## config.mk

```make
export PLATFORM = sky130hd
export DESIGN_NAME = ps2_scancode_decoder
export DESIGN_NICKNAME = d
export VERILOG_FILES = /design/src/rtl/scd_pkg.sv /design/src/rtl/ps2_scancode_decoder_fifo.sv /design/src/rtl/ps2_scancode_decoder.sv
export SDC_FILE = /design/constraint.sdc
export NUM_CORES = 1
export LEC_CHECK = 0
export CORE_AREA = 2 2 103 204
export CTS_CLUSTER_DIAMETER = 150
export DETAILED_ROUTE_END_ITERATION = 10
export DIE_AREA = 0 0 105 206
export GPL_TIMING_DRIVEN = 0
export PLACE_DENSITY = 0.9
export SYNTH_ARGS = -nofsm -noshare
export SYNTH_HDL_FRONTEND = slang
export SYNTH_SLANG_ARGS = --single-unit
```

## constraint.sdc

```tcl
create_clock -name clk_i -period 5.15 [get_ports clk_i]
set_input_delay 0.515 -clock clk_i [delete_from_list [all_inputs] [get_ports clk_i]]
set_output_delay 0.515 -clock clk_i [all_outputs]
set_load 0.02 [all_outputs]
```

## src/rtl/scd_pkg.sv

```systemverilog
// Shared types and constants for the PS/2 set-2 scan-code decoder.
// Holds the decode/intake state enums, the queued event layout, modifier
// state, the prefix/response/key code constants and small decode helpers.
package scd_pkg;

  localparam int unsigned CODE_W  = 8;
  localparam int unsigned EV_W    = 16;
  localparam int unsigned CNT_W   = 7;
  localparam int unsigned PCNT_W  = 3;

  // Prefix bytes
  localparam logic [CODE_W-1:0] PFX_E0 = 8'hE0;
  localparam logic [CODE_W-1:0] PFX_F0 = 8'hF0;
  localparam logic [CODE_W-1:0] PFX_E1 = 8'hE1;

  // Device response bytes
  localparam logic [CODE_W-1:0] RSP_BAT_OK = 8'hAA;
  localparam logic [CODE_W-1:0] RSP_ACK    = 8'hFA;
  localparam logic [CODE_W-1:0] RSP_ECHO   = 8'hEE;
  localparam logic [CODE_W-1:0] RSP_RESEND = 8'hFE;
  localparam logic [CODE_W-1:0] RSP_BAT_ER = 8'hFC;
  localparam logic [CODE_W-1:0] RSP_ERR0   = 8'h00;
  localparam logic [CODE_W-1:0] RSP_ERR1   = 8'hFF;

  // Modifier / special key codes
  localparam logic [CODE_W-1:0] KEY_LSHIFT = 8'h12;
  localparam logic [CODE_W-1:0] KEY_RSHIFT = 8'h59;
  localparam logic [CODE_W-1:0] KEY_CTRL   = 8'h14;
  localparam logic [CODE_W-1:0] KEY_ALT    = 8'h11;
  localparam logic [CODE_W-1:0] KEY_CAPS   = 8'h58;
  localparam logic [CODE_W-1:0] KEY_FAKE2  = 8'h7C;
  localparam logic [CODE_W-1:0] KEY_PAUSE  = 8'h77;

  // Bytes following E1 that belong to the pause sequence
  localparam logic [PCNT_W-1:0] PAUSE_LEN = 3'd7;

  typedef enum logic [2:0] {
    ST_IDLE,
    ST_E0,
    ST_F0,
    ST_E0F0,
    ST_PAUSE
  } dec_state_e;

  typedef enum logic [1:0] {
    IN_IDLE,
    IN_ACK,
    IN_WAIT
  } in_state_e;

  typedef struct packed {
    logic              brk;
    logic              ext;
    logic              caps;
    logic              alt;
    logic              ctrl;
    logic              shift;
    logic [1:0]        rsvd;
    logic [CODE_W-1:0] code;
  } scd_event_t;

  typedef struct packed {
    logic lshift;
    logic rshift;
    logic lctrl;
    logic rctrl;
    logic lalt;
    logic ralt;
    logic caps;
    logic caps_held;
  } mod_state_t;

  function automatic logic is_response(input logic [CODE_W-1:0] b);
    return (b == RSP_BAT_OK) || (b == RSP_ACK) || (b == RSP_ECHO) ||
           (b == RSP_RESEND) || (b == RSP_BAT_ER) || (b == RSP_ERR0) ||
           (b == RSP_ERR1);
  endfunction

  // E0 12 / E0 7C wrappers emitted around some extended keys
  function automatic logic is_fake_shift(input logic [CODE_W-1:0] b);
    return (b == KEY_LSHIFT) || (b == KEY_FAKE2);
  endfunction

  // Apply one make/break to the modifier state
  function automatic mod_state_t mod_update(input mod_state_t m, input logic brk,
                                            input logic ext, input logic [CODE_W-1:0] code);
    mod_state_t r;
    r = m;
    case (code)
      KEY_LSHIFT: if (!ext) r.lshift = ~brk;
      KEY_RSHIFT: if (!ext) r.rshift = ~brk;
      KEY_CTRL: begin
        if (ext) r.rctrl = ~brk;
        else     r.lctrl = ~brk;
      end
      KEY_ALT: begin
        if (ext) r.ralt = ~brk;
        else     r.lalt = ~brk;
      end
      KEY_CAPS: begin
        if (!ext) begin
          if (brk) begin
            r.caps_held = 1'b0;
          end else begin
            // Typematic repeats of a held caps key must not toggle again
            if (!m.caps_held) r.caps = ~m.caps;
            r.caps_held = 1'b1;
          end
        end
      end
      default: ;
    endcase
    return r;
  endfunction

endpackage

```

## src/rtl/ps2_scancode_decoder_fifo.sv

```systemverilog
// scd_fifo: synchronous event FIFO, pDepth x 16, async active-high reset.
// Ports: clk_i, rst_i, push_i/dat_i (write), pop_i (read, ignored when empty),
// dat_o (head, zero latency), full_o, empty_o, cnt_o (entries queued).
// Push on a full FIFO is accepted only when a pop happens in the same cycle.
module scd_fifo
  import scd_pkg::*;
#(
  parameter int unsigned pDepth = 16
) (
  input  logic              clk_i,
  input  logic              rst_i,
  input  logic              push_i,
  input  logic [EV_W-1:0]   dat_i,
  input  logic              pop_i,
  output logic [EV_W-1:0]   dat_o,
  output logic              full_o,
  output logic              empty_o,
  output logic [CNT_W-1:0]  cnt_o
);

  localparam int unsigned AW = $clog2(pDepth);

  logic [EV_W-1:0]  mem_q [pDepth];
  logic [AW-1:0]    wr_ptr_q, wr_ptr_d;
  logic [AW-1:0]    rd_ptr_q, rd_ptr_d;
  logic [CNT_W-1:0] cnt_q, cnt_d;
  logic             wr_en_c, rd_en_c;

  assign empty_o = (cnt_q == '0);
  assign full_o  = (cnt_q == CNT_W'(pDepth));
  assign cnt_o   = cnt_q;
  assign dat_o   = mem_q[rd_ptr_q];

  // Enables and pointer/count update; pointers wrap naturally (pDepth is 2^AW)
  always_comb begin
    rd_en_c  = pop_i & ~empty_o;
    wr_en_c  = push_i & (~full_o | rd_en_c);
    wr_ptr_d = wr_ptr_q;
    rd_ptr_d = rd_ptr_q;
    cnt_d    = cnt_q;
    if (wr_en_c) wr_ptr_d = wr_ptr_q + AW'(1);
    if (rd_en_c) rd_ptr_d = rd_ptr_q + AW'(1);
    case ({wr_en_c, rd_en_c})
      2'b10:   cnt_d = cnt_q + CNT_W'(1);
      2'b01:   cnt_d = cnt_q - CNT_W'(1);
      default: cnt_d = cnt_q;
    endcase
  end

  always_ff @(posedge clk_i or posedge rst_i) begin
    if (rst_i) begin
      wr_ptr_q <= '0;
      rd_ptr_q <= '0;
      cnt_q    <= '0;
    end else begin
      wr_ptr_q <= wr_ptr_d;
      rd_ptr_q <= rd_ptr_d;
      cnt_q    <= cnt_d;
    end
  end

  // Storage array, no reset needed: contents only visible when not empty
  always_ff @(posedge clk_i) begin
    if (wr_en_c) mem_q[wr_ptr_q] <= dat_i;
  end

endmodule

```

## src/rtl/ps2_scancode_decoder.sv

```systemverilog
// ps2_scancode_decoder: turns PS/2 set-2 scan-code bytes into 16-bit key events.
// Intake: rx_rdy_i/rx_dat_i/rx_perr_i in, rx_ack_o pulse (pAckLen clks) out.
// Events: ev_rd_i pop, ev_dat_o head {brk,ext,caps,alt,ctrl,shift,2'b0,code},
//   ev_empty_o, ev_cnt_o, irq_o, ovf_o (sticky, ovf_clr_i clears).
// Status: perr_cnt_o (saturating), resp_o/resp_vld_o (last device response).
// Optional: define SCD_TYPEMATIC_FILTER_EN to drop typematic repeat makes.
module ps2_scancode_decoder
  import scd_pkg::*;
#(
  parameter int unsigned pDepth  = 16,
  parameter int unsigned pAckLen = 1
) (
  input  logic        clk_i,
  input  logic        rst_i,
  input  logic        rx_rdy_i,
  input  logic [7:0]  rx_dat_i,
  input  logic        rx_perr_i,
  output logic        rx_ack_o,
  input  logic        ev_rd_i,
  output logic [15:0] ev_dat_o,
  output logic        ev_empty_o,
  output logic [6:0]  ev_cnt_o,
  output logic        irq_o,
  output logic        ovf_o,
  input  logic        ovf_clr_i,
  output logic [7:0]  perr_cnt_o,
  output logic [7:0]  resp_o,
  output logic        resp_vld_o
);

  localparam int unsigned ACK_W = $clog2(pAckLen) + 1;

  // Intake handshake
  in_state_e         in_state_q, in_state_d;
  logic [ACK_W-1:0]  ack_cnt_q, ack_cnt_d;
  logic              ack_q;
  logic              latch_c;
  logic [CODE_W-1:0] byte_q;
  logic              perr_q;
  logic              byte_vld_q;

  // Decoder
  dec_state_e        dec_state_q, dec_state_d;
  logic [PCNT_W-1:0] pause_cnt_q, pause_cnt_d;
  mod_state_t        mods_q, mods_d;
  logic [7:0]        perr_cnt_q, perr_cnt_d;
  logic [7:0]        resp_q, resp_d;
  logic              resp_vld_q, resp_vld_d;
  logic              resp_set_c;
  logic              key_vld_c, key_brk_c, key_ext_c;
  logic [CODE_W-1:0] key_code_c;
  logic              drop_rpt_c;
  logic              push_c;
  scd_event_t        ev_c;

`ifdef SCD_TYPEMATIC_FILTER_EN
  logic              last_vld_q, last_vld_d;
  logic [CODE_W:0]   last_key_q, last_key_d;
`endif

  // Status
  logic              ovf_q, ovf_d;
  logic              fifo_full, fifo_empty;
  logic              pop_c, drop_c;

  // Intake FSM: latch, ack for pAckLen clocks, then wait for rx_rdy_i low
  always_comb begin
    in_state_d = in_state_q;
    ack_cnt_d  = ack_cnt_q;
    latch_c    = 1'b0;
    case (in_state_q)
      IN_IDLE: begin
        if (rx_rdy_i) begin
          latch_c    = 1'b1;
          ack_cnt_d  = ACK_W'(pAckLen);
          in_state_d = IN_ACK;
        end
      end
      IN_ACK: begin
        ack_cnt_d = ack_cnt_q - ACK_W'(1);
        if (ack_cnt_q == ACK_W'(1)) in_state_d = IN_WAIT;
      end
      IN_WAIT: begin
        if (!rx_rdy_i) in_state_d = IN_IDLE;
      end
      default: in_state_d = IN_IDLE;
    endcase
  end

  always_ff @(posedge clk_i or posedge rst_i) begin
    if (rst_i) begin
      in_state_q <= IN_IDLE;
      ack_cnt_q  <= '0;
      ack_q      <= 1'b0;
      byte_q     <= '0;
      perr_q     <= 1'b0;
      byte_vld_q <= 1'b0;
    end else begin
      in_state_q <= in_state_d;
      ack_cnt_q  <= ack_cnt_d;
      ack_q      <= (in_state_d == IN_ACK);
      byte_vld_q <= latch_c;
      if (latch_c) begin
        byte_q <= rx_dat_i;
        perr_q <= rx_perr_i;
      end
    end
  end

  // Decode FSM, modifier tracking and event emission
  always_comb begin
    dec_state_d = dec_state_q;
    pause_cnt_d = pause_cnt_q;
    mods_d      = mods_q;
    perr_cnt_d  = perr_cnt_q;
    resp_d      = resp_q;
    resp_set_c  = 1'b0;
    key_vld_c   = 1'b0;
    key_brk_c   = 1'b0;
    key_ext_c   = 1'b0;
    key_code_c  = byte_q;
    drop_rpt_c  = 1'b0;
    push_c      = 1'b0;
`ifdef SCD_TYPEMATIC_FILTER_EN
    last_vld_d  = last_vld_q;
    last_key_d  = last_key_q;
`endif

    if (byte_vld_q) begin
      if (perr_q) begin
        if (perr_cnt_q != 8'hFF) perr_cnt_d = perr_cnt_q + 8'd1;
        dec_state_d = ST_IDLE;
        pause_cnt_d = '0;
      end else begin
        case (dec_state_q)
          ST_IDLE: begin
            if (byte_q == PFX_E0) begin
              dec_state_d = ST_E0;
            end else if (byte_q == PFX_F0) begin
              dec_state_d = ST_F0;
            end else if (byte_q == PFX_E1) begin
              dec_state_d = ST_PAUSE;
              pause_cnt_d = PAUSE_LEN;
            end else if (is_response(byte_q)) begin
              resp_d     = byte_q;
              resp_set_c = 1'b1;
            end else begin
              key_vld_c = 1'b1;
            end
          end
          ST_E0, ST_F0, ST_E0F0: begin
            // A stray prefix restarts the sequence from that prefix
            if (byte_q == PFX_E0) begin
              dec_state_d = ST_E0;
            end else if (byte_q == PFX_E1) begin
              dec_state_d = ST_PAUSE;
              pause_cnt_d = PAUSE_LEN;
            end else if (byte_q == PFX_F0) begin
              dec_state_d = (dec_state_q == ST_E0) ? ST_E0F0 : ST_F0;
            end else begin
              dec_state_d = ST_IDLE;
              if (dec_state_q == ST_F0) begin
                key_vld_c = 1'b1;
                key_brk_c = 1'b1;
              end else if (!is_fake_shift(byte_q)) begin
                key_vld_c = 1'b1;
                key_ext_c = 1'b1;
                key_brk_c = (dec_state_q == ST_E0F0);
              end
            end
          end
          ST_PAUSE: begin
            if (pause_cnt_q == PCNT_W'(1)) begin
              key_vld_c   = 1'b1;
              key_ext_c   = 1'b1;
              key_code_c  = KEY_PAUSE;
              pause_cnt_d = '0;
              dec_state_d = ST_IDLE;
            end else begin
              pause_cnt_d = pause_cnt_q - PCNT_W'(1);
            end
          end
          default: dec_state_d = ST_IDLE;
        endcase
      end
    end

    if (key_vld_c) begin
`ifdef SCD_TYPEMATIC_FILTER_EN
      if (key_brk_c) begin
        last_vld_d = 1'b0;
      end else if (last_vld_q && (last_key_q == {key_ext_c, key_code_c})) begin
        drop_rpt_c = 1'b1;
      end else begin
        last_vld_d = 1'b1;
        last_key_d = {key_ext_c, key_code_c};
      end
`endif
      if (!drop_rpt_c) begin
        mods_d = mod_update(mods_q, key_brk_c, key_ext_c, key_code_c);
        push_c = 1'b1;
      end
    end

    // Event carries the modifier state after this key's own update
    ev_c.brk   = key_brk_c;
    ev_c.ext   = key_ext_c;
    ev_c.caps  = mods_d.caps;
    ev_c.alt   = mods_d.lalt | mods_d.ralt;
    ev_c.ctrl  = mods_d.lctrl | mods_d.rctrl;
    ev_c.shift = mods_d.lshift | mods_d.rshift;
    ev_c.rsvd  = 2'b00;
    ev_c.code  = key_code_c;
  end

  // Sticky status flags; a new set beats a same-cycle clear
  always_comb begin
    pop_c      = ev_rd_i & ~fifo_empty;
    drop_c     = push_c & fifo_full & ~pop_c;
    ovf_d      = ovf_q;
    resp_vld_d = resp_vld_q;
    if (ovf_clr_i) begin
      ovf_d      = 1'b0;
      resp_vld_d = 1'b0;
    end
    if (drop_c)     ovf_d      = 1'b1;
    if (resp_set_c) resp_vld_d = 1'b1;
  end

  always_ff @(posedge clk_i or posedge rst_i) begin
    if (rst_i) begin
      dec_state_q <= ST_IDLE;
      pause_cnt_q <= '0;
      mods_q      <= '0;
      perr_cnt_q  <= '0;
      resp_q      <= '0;
      resp_vld_q  <= 1'b0;
      ovf_q       <= 1'b0;
`ifdef SCD_TYPEMATIC_FILTER_EN
      last_vld_q  <= 1'b0;
      last_key_q  <= '0;
`endif
    end else begin
      dec_state_q <= dec_state_d;
      pause_cnt_q <= pause_cnt_d;
      mods_q      <= mods_d;
      perr_cnt_q  <= perr_cnt_d;
      resp_q      <= resp_d;
      resp_vld_q  <= resp_vld_d;
      ovf_q       <= ovf_d;
`ifdef SCD_TYPEMATIC_FILTER_EN
      last_vld_q  <= last_vld_d;
      last_key_q  <= last_key_d;
`endif
    end
  end

  scd_fifo #(.pDepth(pDepth)) u_fifo (
    .clk_i   (clk_i),
    .rst_i   (rst_i),
    .push_i  (push_c),
    .dat_i   (ev_c),
    .pop_i   (ev_rd_i),
    .dat_o   (ev_dat_o),
    .full_o  (fifo_full),
    .empty_o (fifo_empty),
    .cnt_o   (ev_cnt_o)
  );

  assign rx_ack_o   = ack_q;
  assign ev_empty_o = fifo_empty;
  assign irq_o      = ~fifo_empty;
  assign ovf_o      = ovf_q;
  assign perr_cnt_o = perr_cnt_q;
  assign resp_o     = resp_q;
  assign resp_vld_o = resp_vld_q;

endmodule

```

==> flow_metrics.env <==
export IMPL_worst_clock_skew_ns=0.0148
export IMPL_die_y_um=206
export IMPL_timing_critical_path_buf_inv=3
export IMPL_slew_violations=0
export IMPL_clk_transition_reported_paths_ns=0.07
export IMPL_crit_family="buffers and inverters"
export IMPL_cts_setup_buffers=0
export IMPL_cts_root_buffer="sky130_fd_sc_hd__clkbuf_16"
export IMPL_clock_latency_ns=0.53
export IMPL_cts_sinks=285
export IMPL_pwr_density_cell_nw_per_um2=568
export IMPL_count_of_final_setup_violators=0
export IMPL_timing_critical_path_arrival_ns=3.80
export IMPL_cp_cell_sequence="clkbuf_1, clkbuf_1, mux4_2, mux4_2, clkdlybuf4s50_1"
export IMPL_ant_nets=0
export IMPL_post_route_cells_drive_above_1_share_pct=25.3
export IMPL_hold_wc_path_type="primary input to async pin"
export IMPL_drt_wirelength_per_cell_um=27.7
export IMPL_ctsResizeCount=0
export IMPL_internal_power_uw=5420
export IMPL_grt_max_degree=33
export IMPL_mostFrequentLayoutCells="224 x sky130_fd_sc_hd__edfxtp_1, 70 x sky130_fd_sc_hd__mux4_2, 61 x sky130_fd_sc_hd__dfrtp_1"
export IMPL_synth_lib_cells_used_distinct=74
export IMPL_p_comb_share_pct=36.8
export IMPL_detail_route_wirelength_um=29900
export IMPL_floorplan_initialDensity_pct=60.2
export IMPL_avgViaCountPerCell=6.72
export IMPL_timing_max_slew_rel_slack_pct=8.00
export IMPL_track_usage_pct=28.7
export IMPL_core_area_um2=20200
export IMPL_layout_cells_most_common="sky130_fd_sc_hd__edfxtp_1"
export IMPL_synth_edf_count=224
export IMPL_clock_tree_from_tritoncts="done"
export IMPL_final_min_period_over_clock_period_pct=83.8
export IMPL_buffer_ports_inserted=55
export IMPL_synth_sequential_area_ratio_pct=67.9
export IMPL_placement_rows=74
export IMPL_final_weighted_congestion_of_routability_driven_global_placement=0.872
export IMPL_share_clk_of_total_power_pct=25.2
export IMPL_cts_hold_buffers_added=0
export IMPL_synth_seq_cells=285
export IMPL_synth_cell_area_um2=12200
export IMPL_finish_net_count=826
export IMPL_ctsLongestPathBuffers=3
export IMPL_worstSetupEndpointType="output port"
export IMPL_vdd_drop_max_v=0.000416
export IMPL_fp_dieW_um=105
export IMPL_p_sw_uw=2690
export IMPL_grt_antenna_before_repair=0
export IMPL_worst_setup_path_start_kind="flop"
export IMPL_sw_frac_of_total_pct=33.2
export IMPL_htreeDepth=1
export IMPL_outcome="complete, no violations"
export IMPL_drcViolationCount=0
export IMPL_pin_count=58
export IMPL_grt_pass1_wl_um=45500
export IMPL_syn_inst=690
export IMPL_grt_setup_unrepaired="false"
export IMPL_worst_path_max_fanout=10
export IMPL_die_area_um2=21600
export IMPL_worst_path_largest_cell_delay_ns=0.74
export IMPL_area_delta_synth_final_pct=17.5
export IMPL_criticalPathCategory="flop to output port"
export IMPL_dpl_instance_area_um2=13400
export IMPL_worstPathRequired_ns=4.64
export IMPL_asyncSetResetFlopFracSynth_pct=21.4
export IMPL_share_seq_of_total_power_pct=38.0
export IMPL_synthesis_yosys_warnings=0
export IMPL_first_pass_iters=7
export IMPL_total_leakage_power_uw=0.00498
export IMPL_grt_overflow_total=0
export IMPL_postSynthAreaPerCell_um2=17.6
export IMPL_routed_via_count=7267
export IMPL_ys_dominant_reg_cell="sky130_fd_sc_hd__edfxtp_1"
export IMPL_critPathSlowestCell="sky130_fd_sc_hd__clkbuf_1"
export IMPL_final_util_pct=70.8
export IMPL_cts_buffers_inserted=24
export IMPL_grt_pass1_vias=7452
export IMPL_dp_hpwl_um=19900
export IMPL_drv_cap=0
export IMPL_final_design_instance_area_without_fill_um2=14300
export IMPL_fmaxAchievable_mhz=232
export IMPL_diode_count=0
export IMPL_totalNegativeSetupSlack_ns=0
export IMPL_fin_crit_period_ns=4.32
export IMPL_worst_slew_pin_slew_ns=1.37
export IMPL_drtIter0Drc=755
export IMPL_hold_violations=0
area by class of cell:
cell class                 count  area [um2]
buffer                        40         191
clock buffer                  29         662
clock inverter                15         243
fill                        1247        5900
inverter                      18        67.6
multi-input combinational    348        3740
sequential                   285        8250
tap                          266         333
timing repair buffer          80         796
metal layers:
layer  part of all wire, %  track usage, %
met1                    33            33.8
met2                    55            53.3
met3                   8.4            4.29
met5                     0               0
met4                   4.0            10.4
registers in the layout, summed over array words and instances, names as in the netlist, 2 cells and up:
signal	flops
u_fifo.wr_ptr_q	4
perr_cnt_o	8
u_fifo.cnt_o	7
in_state_q	2
u_fifo.mem_q	224
u_fifo.rd_ptr_q	4
pause_cnt_q	3
byte_q	8
mods_q	8
resp_o	8
dec_state_q	3
cell families (layout without fill, tap and decap cells):
group,Yosys count,in the layout,synth area share (%)
compound gates,72,72,4.94
fa+ha+maj,15,15,1.61
xor+xnor,16,16,1.15
mux,93,93,15.1
buf+inv,58,182,2.13
flops,285,285,67.9
simple gates,150,150,7.16
other cells,1,2,0.0309
through the flow:
step	total power (uW)	setup WS [ns]	cells	hold slack (ns)
after floorplan	5010	1.49	691	0.449
after global placement	5850	-0.157	1012	0.462
after detailed placement	6060	1.19	1037	0.477
after CTS	8120	0.834	1081	0.438
after global routing	8410	0.751	1081	0.491
final	8110	0.834	1081	0.430
power by group through the flow:
stage | Clock [uW] | Combinational (uW) | Sequential (uW)
final | 2040 | 2990 | 3080
after global routing | 2120 | 3180 | 3110
after CTS | 2060 | 2990 | 3080
after detailed placement | 0 | 2940 | 3120
after global placement | 0 | 2750 | 3110
after floorplan | 0 | 1860 | 3150
worst paths after layout:
| kind | cells after the start | slack [ns] | startpoint | end |
|---|---|---|---|---|
| setup / recovery | 5 | 0.83 | u_fifo.rd_ptr_q[1]$_DFFE_PP0P_ | ev_dat_o[13] |
| hold / removal | 2 | 0.43 | rst_i | resp_o[3]$_DFFE_PP0P_ |
| setup reg to reg | 13 | 1.10 | byte_q[1]$_DFFE_PP0P_ | u_fifo.cnt_o[6]$_DFFE_PP0P_ |
| hold reg to reg | 1 | 0.49 | pause_cnt_q[1]$_DFFE_PP0P_ | pause_cnt_q[1]$_DFFE_PP0P_ |
| max in group asynchronous | 3 | 4.11 | rst_i | dec_state_q[2]$_DFFE_PP0P_ |
| min in group clk_i | 1 | 0.49 | pause_cnt_q[1]$_DFFE_PP0P_ | pause_cnt_q[1]$_DFFE_PP0P_ |
Yosys cell counts, types with 4 or more instances:
library cell / n / area [um2]
sky130_fd_sc_hd__o21ai_0: 8 / 40.0
sky130_fd_sc_hd__mux4_2: 70 / 1580
sky130_fd_sc_hd__and2_1: 6 / 37.5
sky130_fd_sc_hd__nand4_1: 8 / 50.1
sky130_fd_sc_hd__clkbuf_1: 24 / 90.1
sky130_fd_sc_hd__o31ai_1: 8 / 60.1
sky130_fd_sc_hd__a21oi_1: 9 / 45.0
sky130_fd_sc_hd__nor3b_1: 5 / 37.5
sky130_fd_sc_hd__nor4_1: 7 / 43.8
sky130_fd_sc_hd__xnor2_1: 9 / 78.8
sky130_fd_sc_hd__nor2_1: 20 / 75.1
sky130_fd_sc_hd__nor3_1: 15 / 75.1
sky130_fd_sc_hd__ha_1: 14 / 175
sky130_fd_sc_hd__nand2b_1: 8 / 50.1
sky130_fd_sc_hd__mux2_2: 19 / 214
sky130_fd_sc_hd__nor4b_1: 5 / 43.8
sky130_fd_sc_hd__nand3_1: 13 / 65.1
sky130_fd_sc_hd__nand2_1: 32 / 120
sky130_fd_sc_hd__nand3b_1: 7 / 52.6
sky130_fd_sc_hd__a21o_1: 4 / 30.0
sky130_fd_sc_hd__inv_1: 17 / 63.8
sky130_fd_sc_hd__edfxtp_1: 224 / 6730
sky130_fd_sc_hd__dfrtp_1: 61 / 1530
sky130_fd_sc_hd__buf_2: 9 / 45.0
sky130_fd_sc_hd__xor2_1: 7 / 61.3
sky130_fd_sc_hd__nor2b_1: 6 / 37.5
Power figures use the tool's default switching activity.
